$ cat src/rtl/inverter_block_if.sv
// rtl/inverter_block_if.sv - operand/result bundle for the registered add/sub cell
interface inverter_block_if #(
  parameter int WIDTH = 1
);
  logic             cin;
  logic [WIDTH-1:0] a;
  logic [WIDTH-1:0] b;
  logic             sub;
  logic             in_valid;
  logic [WIDTH-1:0] y;
  logic             z;
  logic             ovf;
  logic             zero;
  logic             out_valid;

  modport master (
    output cin, a, b, sub, in_valid,
    input  y, z, ovf, zero, out_valid
  );

  modport slave (
    input  cin, a, b, sub, in_valid,
    output y, z, ovf, zero, out_valid
  );
endinterface

$ cat src/rtl/inverter_block.sv
// rtl/inverter_block.sv - registered ripple-carry adder/subtractor with operand-B inverter
// Results and flags land one clock after a sampling edge; they hold while in_valid is low.
module inverter_block #(
  parameter int WIDTH = 1
) (
  input  logic           clk,
  input  logic           rst_n,
  inverter_block_if.slave bus
);
  logic [WIDTH-1:0] bp;
  logic [WIDTH-1:0] s;
  logic [WIDTH:0]   c;

  logic [WIDTH-1:0] y_q;
  logic             z_q;
  logic             ovf_q;
  logic             zero_q;
  logic             out_valid_q;

  // sub only inverts; the +1 of two's-complement subtraction comes from cin
  assign bp   = bus.sub ? ~bus.b : bus.b;
  assign c[0] = bus.cin;

  for (genvar i = 0; i < WIDTH; i++) begin : g_fa
    assign s[i]   = bus.a[i] ^ bp[i] ^ c[i];
    assign c[i+1] = (bus.a[i] & bp[i]) | (c[i] & (bus.a[i] ^ bp[i]));
  end

  always_ff @(posedge clk or negedge rst_n) begin
    if (!rst_n) begin
      y_q         <= '0;
      z_q         <= 1'b0;
      ovf_q       <= 1'b0;
      zero_q      <= 1'b0;
      out_valid_q <= 1'b0;
    end else begin
      out_valid_q <= bus.in_valid;
      if (bus.in_valid) begin
        y_q    <= s;
        z_q    <= c[WIDTH];
        ovf_q  <= c[WIDTH-1] ^ c[WIDTH];
        zero_q <= (s == '0);
      end
    end
  end

  assign bus.y         = y_q;
  assign bus.z         = z_q;
  assign bus.ovf       = ovf_q;
  assign bus.zero      = zero_q;
  assign bus.out_valid = out_valid_q;
endmodule

$ cat src/flat_wrapper.sv
// flat-port wrapper written by rule: the top's interface ports become plain ports
module inverter_block_flat 
#(
  parameter int WIDTH = 1
)
  (clk, rst_n, bus_cin, bus_a, bus_b, bus_sub, bus_in_valid, bus_y, bus_z, bus_ovf, bus_zero, bus_out_valid);
  inverter_block_if #(.WIDTH(WIDTH)) bus_i ();
  input  logic clk;
  input  logic rst_n;
  input wire logic [$bits(bus_i.cin)-1:0] bus_cin;
  input wire logic [$bits(bus_i.a)-1:0] bus_a;
  input wire logic [$bits(bus_i.b)-1:0] bus_b;
  input wire logic [$bits(bus_i.sub)-1:0] bus_sub;
  input wire logic [$bits(bus_i.in_valid)-1:0] bus_in_valid;
  output wire logic [$bits(bus_i.y)-1:0] bus_y;
  output wire logic [$bits(bus_i.z)-1:0] bus_z;
  output wire logic [$bits(bus_i.ovf)-1:0] bus_ovf;
  output wire logic [$bits(bus_i.zero)-1:0] bus_zero;
  output wire logic [$bits(bus_i.out_valid)-1:0] bus_out_valid;
  assign bus_i.cin = bus_cin;
  assign bus_i.a = bus_a;
  assign bus_i.b = bus_b;
  assign bus_i.sub = bus_sub;
  assign bus_i.in_valid = bus_in_valid;
  assign bus_y = bus_i.y;
  assign bus_z = bus_i.z;
  assign bus_ovf = bus_i.ovf;
  assign bus_zero = bus_i.zero;
  assign bus_out_valid = bus_i.out_valid;
  inverter_block #(.WIDTH(WIDTH)) u_core (.clk(clk), .rst_n(rst_n), .bus(bus_i));
endmodule
$ cat config.mk
export PLATFORM = sky130hd
export DESIGN_NAME = inverter_block_flat
export DESIGN_NICKNAME = d
export VERILOG_FILES = /design/src/rtl/inverter_block_if.sv /design/src/rtl/inverter_block.sv /design/src/flat_wrapper.sv
export SDC_FILE = /design/constraint.sdc
export NUM_CORES = 1
export LEC_CHECK = 0
export CAP_MARGIN = 25
export CORE_AREA = 2 2 39 41
export CTS_BUF_LIST = sky130_fd_sc_hd__clkbuf_2
export DETAILED_ROUTE_END_ITERATION = 7
export DIE_AREA = 0 0 41 43
export SLEW_MARGIN = 10
export SYNTH_ARGS = -nofsm -noshare
export SYNTH_HDL_FRONTEND = slang
export SYNTH_SLANG_ARGS = --single-unit
$ cat constraint.sdc
create_clock -name clk -period 1.18 [get_ports clk]
set_input_delay 0.295 -clock clk [delete_from_list [all_inputs] [get_ports clk]]
set_output_delay 0.295 -clock clk [all_outputs]
set_load 0.01 [all_outputs]
==> metrics <==
FF-to-FF setup slack 0.42 ns; CP Capture Type flop; Core Region 1380 um^2; RSZ-0062 raised after global routing no; global route total overflow 0; Final ANT Viol Nets 0; GRT Overall Usage 0.0719; Yosys warning total 0; post-route DRC violation count 0; Worst Setup Start Kind primary input; initial DRC count 1; # Max-Cap Violations 0; Vias per Instance 3.57; Util after Layout 0.275; per-cell routed wire length 9.89 um; fin cells 46; # fillers 149; syn_nets 22; fin crit period 1.16 ns; vias in the first global route 172; Fmax 859 MHz; WS Path Type in -> reg; diode count 0; register area share after synthesis 0.602; Power Dens Cells 1380 nW/um^2; commonest cells after routing, fill and taps aside clkdlybuf4s15_1 (6), clkbuf_2 (5), dfrtp_1 (5); Post-CTS Setup Inserts 0; largest net degree at the start of global routing 6; period utilization 0.987; fin nets 39; initial antenna violation count 0; first-pass GRT wire length 745 um; Seq cells post-synth 5; clk buf depth 2; crit path DAT 1.27 ns; Clock Pin Slew Worst Setup and Hold Paths 0.06 ns; area grow syn2layout 83.1%; DP Area 345 um^2; Die ar. 1760 um^2; Num CTS Buffers 3; Max transition margin 0.845; share of cells above drive strength 1 0.400; WP data required 1.28 ns; dpl cells 42; initial cell density of the core 0.150; worst vdd ir 0.296 mV; Post-Route Setup TNS 0 ns; worst min path class in -> async; crit path max fanout 2; Via Count 164; CTS Root Cell clkbuf_2; Final Max Slew Viols 0; commonest non-fill, non-tap cell in the layout clkdlybuf4s15_1; Synth cell types 9; worst skew pair latency 0.22 ns; row cnt 14; Setup violations, final 0; Syn Area/Cell 14.8 um^2; gpl congestion 0.603; Worst Max-Slew Pin Slew 0.231 ns; Setup WS pre-CTS -0.620 ns; Clock Sinks 5; cell leakage power 0.000176 uW; I/O Buffers 11; design area 380 um^2; Post-Route WL 455 um; clock skew 0 ns; CTS tree done; die height 43 um; H-tree Lvls 1; TritonRoute pass-1 iters 2; Final Hold Vio Count 0; Worst Setup SP bus_sub; io pins 12; worst r2r dst u_core.bus.z; Post-Syn Area 208 um^2; Cells after Synth 14; RR Startpoint u_core.bus.z; width of the die 41 um; PnR worst setup slack 0.0156 ns; status complete, no violations; worst reg-to-reg path cell count 1
-- cell usage after synthesis (all sizes together) --
master / count / area (um^2)
dfrtp: 5 / 125
mux2: 2 / 22.5
a21oi: 1 / 5.00
fa: 1 / 20.0
inv: 1 / 3.75
mux2i: 1 / 10.0
nor2: 1 / 3.75
xnor2: 1 / 8.76
xor2: 1 / 8.76
-- critical path, stage by stage --
cell	delay, ns
buf_6	0.10
xor2_2	0.15
fa_2	0.46
mux2_4	0.27
-- how the worst max path moves through the flow --
stage | slack, ns | end | cells after the start
finish | 0.02 | u_core.bus.y | 4
CTS | -0.007 | u_core.bus.y | 4
floorplan | -0.09 | u_core.bus.y | 3
global placement | -0.59 | u_core.bus.y | 4
detailed placement | -0.62 | u_core.bus.y | 4
global route | 0.003 | u_core.bus.y | 4
-- registers in the layout (all words and copies together) (netlist names) --
register              count
u_core.bus.out_valid      1
u_core.bus.ovf            1
u_core.bus.y              1
u_core.bus.z              1
u_core.bus.zero           1
-- power by group --
part | internal (uW) | switching, uW | total [uW] | leakage [uW]
combinational | 88.3 | 58.4 | 147 | 0.000101
sequential | 201 | 15.5 | 217 | 0.0000578
clock | 89.6 | 70.3 | 160 | 0.0000166
total | 379 | 144 | 523 | 0.000176
-- cell families after synthesis --
| family | share of synthesized area |
|---|---|
| flops | 0.602 |
| mux | 0.157 |
| xor+xnor | 0.0844 |
| compound gates | 0.0241 |
| buf+inv | 0.0181 |
| fa+ha+maj | 0.0964 |
| simple gates | 0.0181 |
-- per-layer routing --
layer	GRT usage	share of wire
met5	0	0
met4	0.100	0.042
met3	0.0314	0.17
met2	0.0781	0.39
met1	0.0828	0.39
-- layout make-up --
class,instances,area [um^2],area share
repair buffers,12,115,0.303
inverters,1,3.75,0.00987
flip-flops and latches,5,125,0.329
multi-input cells,8,96.3,0.253
well taps,16,20.0,0.0526
clock buffers,4,20.0,0.0526
-- stage by stage --
stage	power (uW)	hold slack, ns
6_report	523	0.289
5_1_grt	561	0.290
4_1_cts	533	0.286
3_5_place_dp	373	0.518
3_3_place_gp	365	0.496
2_1_floorplan	272	-0.000591
-- repair_timing --
item                                    in CTS  in global routing
endpoints found under the setup margin       9                  3
pin swaps                                    2                  2
hold endpoints to repair                     0                  0
resized for setup                           24                  5
hold buffers                                 0                  0
(Power assumes the default switching activity.)
